===== config.mk =====
export PLATFORM = sky130hd
export DESIGN_NAME = updown_counter_mod
export DESIGN_NICKNAME = d
export VERILOG_FILES = /design/src/rtl/updown_pkg.sv /design/src/rtl/updown_prescaler.sv /design/src/rtl/updown_counter_mod.sv
export SDC_FILE = /design/constraint.sdc
export NUM_CORES = 1
export LEC_CHECK = 0
export CORE_MARGIN = 10
export CORE_UTILIZATION = 55
export CTS_CLUSTER_DIAMETER = 80
export CTS_CLUSTER_SIZE = 8
export DETAILED_ROUTE_END_ITERATION = 7
export PLACE_DENSITY_LB_ADDON = 0.1
export RECOVER_POWER = 25
export SLEW_MARGIN = 20
export SYNTH_ARGS = -nofsm -noshare
export SYNTH_HDL_FRONTEND = slang
export SYNTH_SLANG_ARGS = --single-unit
export TNS_END_PERCENT = 50

===== constraint.sdc =====
create_clock -name clk -period 9.2 [get_ports clk]
set_clock_uncertainty 0.05 [all_clocks]
set_input_delay 2.76 -clock clk [delete_from_list [all_inputs] [get_ports clk]]
set_output_delay 2.76 -clock clk [all_outputs]
set_load 0.02 [all_outputs]

===== src/rtl/updown_pkg.sv =====
`default_nettype none
// ---------------------------------------------------------------------------
// updown_pkg : shared direction/mode encodings and limit clamp helper
// Revision   : 1.0
// ---------------------------------------------------------------------------
package updown_pkg;

  localparam logic DIR_UP    = 1'b1;
  localparam logic DIR_DOWN  = 1'b0;
  localparam logic MODE_WRAP = 1'b0;
  localparam logic MODE_SAT  = 1'b1;

  localparam int MAX_WIDTH = 32;

  // Operates at the widest legal counter width; callers size in and out.
  function automatic logic [MAX_WIDTH-1:0] clamp_to_limit(
    input logic [MAX_WIDTH-1:0] value,
    input logic [MAX_WIDTH-1:0] limit
  );
    return (value > limit) ? limit : value;
  endfunction

endpackage
`default_nettype wire


===== src/rtl/updown_prescaler.sv =====
`default_nettype none
// ---------------------------------------------------------------------------
// updown_prescaler : divides enabled ticks by PRESCALE, pulsing on wrap
// Revision         : 1.0
// ---------------------------------------------------------------------------
module updown_prescaler #(
  parameter int PRESCALE = 4
) (
  input  logic clk,
  input  logic reset,
  input  logic clr,
  input  logic tick_in,
  output logic tick_out
);

  localparam int PW = (PRESCALE > 2) ? $clog2(PRESCALE) : 1;
  localparam logic [PW-1:0] LAST = PW'(PRESCALE - 1);

  logic [PW-1:0] cnt_q, cnt_d;
  logic          at_last;

  assign at_last  = (cnt_q == LAST);
  assign tick_out = tick_in & at_last & ~clr;

  always_comb begin
    cnt_d = cnt_q;
    if (clr) begin
      cnt_d = '0;
    end else if (tick_in) begin
      cnt_d = at_last ? '0 : cnt_q + PW'(1);
    end
  end

  always_ff @(posedge clk) begin
    if (reset) begin
      cnt_q <= '0;
    end else begin
      cnt_q <= cnt_d;
    end
  end

endmodule
`default_nettype wire


===== src/rtl/updown_counter_mod.sv =====
`default_nettype none
// ---------------------------------------------------------------------------
// updown_counter_mod : modulo up/down counter, load, wrap/saturate, tc, ovf
// Optional prescaler : define UPDOWN_PRESCALE_EN          Revision : 1.0
// ---------------------------------------------------------------------------
module updown_counter_mod
  import updown_pkg::*;
#(
  parameter int WIDTH    = 8,
  parameter int PRESCALE = 4
) (
  input  logic             clk,
  input  logic             reset,
  input  logic             enable,
  input  logic             up_down,
  input  logic             load,
  input  logic [WIDTH-1:0] load_val,
  input  logic [WIDTH-1:0] limit,
  input  logic             sat_mode,
  input  logic             clr_ovf,
  output logic [WIDTH-1:0] count,
  output logic             tc,
  output logic             ovf,
  output logic             at_max,
  output logic             at_zero
);

  logic [WIDTH-1:0] count_q, count_d;
  logic             tc_q, tc_d;
  logic             ovf_q, ovf_d;
  logic [WIDTH-1:0] next_val;
  logic             boundary;
  logic             step_req;
  logic             step_tick;

  assign step_req = enable & ~load;

`ifdef UPDOWN_PRESCALE_EN
  updown_prescaler #(
    .PRESCALE (PRESCALE)
  ) u_prescaler (
    .clk      (clk),
    .reset    (reset),
    .clr      (load),
    .tick_in  (step_req),
    .tick_out (step_tick)
  );
`else
  assign step_tick = step_req;
`endif

  // Candidate value for a step; a count above a lowered limit still hits the up boundary.
  always_comb begin
    boundary = 1'b0;
    next_val = count_q;
    case (up_down)
      DIR_UP: begin
        if (count_q >= limit) begin
          boundary = 1'b1;
          next_val = (sat_mode == MODE_SAT) ? limit : '0;
        end else begin
          next_val = count_q + WIDTH'(1);
        end
      end
      DIR_DOWN: begin
        if (count_q == '0) begin
          boundary = 1'b1;
          next_val = (sat_mode == MODE_WRAP) ? limit : '0;
        end else begin
          next_val = WIDTH'(clamp_to_limit(MAX_WIDTH'(count_q - WIDTH'(1)),
                                           MAX_WIDTH'(limit)));
        end
      end
      default: ;
    endcase
  end

  always_comb begin
    count_d = count_q;
    tc_d    = 1'b0;
    ovf_d   = ovf_q & ~clr_ovf;
    if (load) begin
      count_d = WIDTH'(clamp_to_limit(MAX_WIDTH'(load_val), MAX_WIDTH'(limit)));
    end else if (step_tick) begin
      count_d = next_val;
      tc_d    = boundary;
      ovf_d   = ovf_d | boundary;
    end
  end

  always_ff @(posedge clk) begin
    if (reset) begin
      count_q <= '0;
      tc_q    <= 1'b0;
      ovf_q   <= 1'b0;
    end else begin
      count_q <= count_d;
      tc_q    <= tc_d;
      ovf_q   <= ovf_d;
    end
  end

  assign count   = count_q;
  assign tc      = tc_q;
  assign ovf     = ovf_q;
  assign at_max  = (count_q == limit);
  assign at_zero = (count_q == '0);

endmodule
`default_nettype wire


# Yosys cells after proc, flatten, opt, wreduce, memory -nomap -nowiden
# Index checks and enable logic that the tools add are counted.
# Widths: inputs -> output; s select.
[op_classes] add_sub_neg=2 n_mul=0 div=0 n_lt_le_gt_ge=3 eq_ne=1 shifts=0 mux=14 n_bitwise=7 n_reduce_logical=3
[op_table] op="$mux 8" n=8
[op_table] op="$gt 32x8->1" n=1
[op_table] op="$pmux 8 s2" n=1
[op_table] op="$sub 8x1->9 const B" n=1
[op_table] op="$add 8x1->8 const B" n=1
[op_table] op="$eq 8x8->1" n=1
[op_table] op="$ge 8x8->1" n=1
[op_table] op="$gt 8x8->1" n=1
[op_table] op="$logic_not 8->1" n=1
[op_table] op="$mux 1" n=4
[op_table] op="$not 1->1" n=4
[op_table] op="$reduce_or 3->1" n=1
[op_table] op="$and 1x1->1" n=2
[op_table] op="$pmux 1 s2" n=1
[op_table] op="$reduce_bool 2->1" n=1
[op_table] op="$or 1x1->1" n=1
[totals] reg_bits=10 latch_bits=0 ramBits=0 romBits=0 inputBits=23 output_inout_bits=12 elab_cells=33 memories=0

# Longest topological paths before layout
[depth] ltp_word=7 mapped_depth=13

# Least setup slack after synthesis
# No wires, ideal clock.
[synth_timing] kind="in2out" from="input limit[7]" to="output at_max" arrival_time_ns=3.535 setup_slack_ns=2.855 stages=4 n_path_buf=0 path_cell_list="inv_1 ha_1 nand4_1 nor2_1"
[synth_between] elab_chain_cells=1
[synth_rtl] element="from (decl)" line_no="updown_counter_mod.sv:18" text="input logic [WIDTH-1:0] limit,"
[synth_rtl] element="$eq 8x8->1" line_no="updown_counter_mod.sv:106" text="assign at_max = (count_q == limit);"
[synth_rtl] element="to (decl)" line_no="updown_counter_mod.sv:24" text="output logic at_max,"
# No other way between the ends.

# Worst setup path after layout
[layout_timing] from="input limit[6]" to="output at_max"
# The elaborated chain is that of the path after synthesis.

==> qor.csv <==
metric;value;unit
seq_area_frac_synth;12.7;%
place.port_buffers;34;
slew_headroom;36.0;%
power_frac_seq;22.0;%
cts_tree;done;
synthFlopType;dfxtp_1;
power.leakage;0.000842;µW
critPathArrivalTime;4.65;ns
syn_nets;261;
fin_crit_sh;81.0;%
drt-total-wl;5210;µm
setup_viol;0;
ys_warn_count;0;
synth_cells;212;
crit_path_start_kind;input port;
synth_cell_type_count;45;
drc_errors;0;
clk_pin_slew;0.07;ns
cp_max_fo;4;
drtIter0Drc;199;
place_inst;267;
overflow;0;
coreArea;2730;µm²
totalNegativeSetupSlack;0;ns
clkSinkCount;10;
crit_type;in -> out;
die-area;5390;µm²
synth-edff-count;0;
clock_latency;0.28;ns
max_cap_viol_count;0;
synth_seq_cells;10;
finalHoldViolations;0;
cts_htree_levels;1;
vias;1791;
peakVddDrop;130;µV
ios;35;
switching_share;47.1;%
numCtsBuffers;3;
syn_area_per_cell;7.41;µm²
area_delta_synth_final;23.5;%
syn_area;1570;µm²
fin_cells;271;
p_comb_share;63.9;%
status;finished clean;
fp.dieH;73.4;µm
switching_power;136;µW
hpwl;4120;µm
gp_congestion;0.929;
postRouteAntennaNets;0;
finalMaxSlewViolations;0;
rsz0062_at_grt;false;
synth-async-reset-ratio;0;%
rows;19;
grt_pass1_wl;8540;µm
endpoint_kind;output pin;
antenna_found_initial;0;
fin_crit;7.46;ns
cts.repair.resized;0;
grt_max_degree;17;
postCtsSetupRepairBufs;0;
antenna_cells_inserted;0;
die_w;73.4;µm
grt_pass1_vias;1840;
wl_per_cell;19.2;µm
via_per_inst;6.61;
initial_core_util;57.4;%
cts_root_buf;clkbuf_4;
hold_buffers;0;
required;6.39;ns
max_freq;0.134;GHz
layout-drive-gt1-share;5.00;%
worstHoldPathType;reg -> reg;
clock_path_buffers;2;
first_pass_iters;5;
p_clk_share;14.1;%
finalNetCount;290;
power_density;149;nW/µm²
grt_usage;19.7;%
p_int;153;µW
holdWs;0.449;ns
worst_pin_slew;0.953;ns
-- worst max-delay path: stages --
cell	delay, ns
clkdlybuf4s50_1	0.55
inv_1	0.12
ha_1	0.31
nand4_1	0.15
nor2_1	0.14
clkdlybuf4s50_1	0.61
-- worst paths after layout --
path	startpoint	to	slack (ns)	cells after the start
min	ovf	ovf	0.45	2
max reg2reg	count[0]	count[2]	5.46	10
min reg2reg	ovf	ovf	0.45	2
max	limit[6]	at_max	1.74	6
-- flip-flops by register name, summed over array words and instances, names as in the netlist --
name and cells:
ovf 1, count 8, tc 1
-- final cells by class --
cell class,count,area (µm²)
Fill cell,226,795
Tap cell,31,38.8
Multi-Input combinational cell,177,1270
Clock buffer,4,36.3
Inverter,15,56.3
Timing Repair Buffer,34,340
Sequential cell,10,200
-- power by group through the flow --
stage	clock network, µW	logic, µW	registers (µW)
after detailed placement	0	182	64.1
after global placement	0	172	63.2
after floorplan	0	124	61.4
final	40.9	185	63.8
after CTS	41.6	183	63.0
after global routing	44.1	202	64.8
-- cells by family (layout without fill, tap and decap cells) --
family                   Yosys count  count (layout)  synth area share, %
adder cells (fa/ha/maj)           26              26                 20.7
flip-flops                        10              10                 12.7
multiplexers                       7               7                 4.70
buffers and inverters             25              53                 6.53
AND/OR/NAND/NOR                   76              76                 23.9
XOR/XNOR                          12              12                 6.69
AO/OA/AOI/OAI                     56              56                 24.7
-- metal layers --
layer	vias up	global-route usage, %	part of all wire [%]
met2	95	32.7	49
met5	-	0	0
li1	839	-	-
met3	13	4.85	8.8
met4	0	8.49	1.7
met1	844	23.4	40
-- layout by cell type, fill, tap and decap left out, types with 2 or more instances in the layout --
cell / count
clkdlybuf4s50_1: 29
ha_1: 26
nand2_1: 21
nor2_1: 20
a21oi_1: 17
inv_1: 15
dfxtp_1: 10
o21ai_0: 9
nor3_1: 8
xor2_1: 8
nand4_1: 8
dlygate4sd3_1: 5
nand2b_1: 4
xnor2_1: 4
mux2i_1: 4
nand3_1: 4
a22oi_1: 4
o221ai_1: 3
mux2_2: 3
clkbuf_4: 3
nor2b_1: 2
a221oi_1: 2
o21a_1: 2
and2_1: 2
a222oi_1: 2
o31ai_1: 2
a221o_1: 2
a31oi_1: 2
o311ai_0: 2
-- per-stage QoR --
step	area, µm²	total power [µW]	setup WS (ns)	util, %
2_1_floorplan	1570	185	2.85	-
3_3_place_gp	1900	235	1.82	69.6
3_5_place_dp	1900	246	1.77	69.6
4_1_cts	1940	287	1.76	70.9
5_1_grt	1940	311	1.64	70.9
6_report	1940	290	1.74	70.9
-- Yosys cell counts (2+ instances only) --
library cell | n | area [µm²]
ha_1 | 26 | 325
nand2_1 | 21 | 78.8
nor2_1 | 20 | 75.1
a21oi_1 | 17 | 85.1
inv_1 | 15 | 56.3
dfxtp_1 | 10 | 200
o21ai_0 | 9 | 45.0
clkbuf_1 | 8 | 30.0
nand4_1 | 8 | 50.1
nor3_1 | 8 | 40.0
xor2_1 | 8 | 70.1
a22oi_1 | 4 | 30.0
mux2i_1 | 4 | 40.0
nand2b_1 | 4 | 25.0
nand3_1 | 4 | 20.0
xnor2_1 | 4 | 35.0
mux2_2 | 3 | 33.8
o221ai_1 | 3 | 26.3
a221o_1 | 2 | 20.0
a221oi_1 | 2 | 17.5
a222oi_1 | 2 | 20.0
a31oi_1 | 2 | 12.5
and2_1 | 2 | 12.5
nor2b_1 | 2 | 12.5
o21a_1 | 2 | 15.0
o311ai_0 | 2 | 17.5
o31ai_1 | 2 | 15.0
Power figures use the tool's default switching activity.
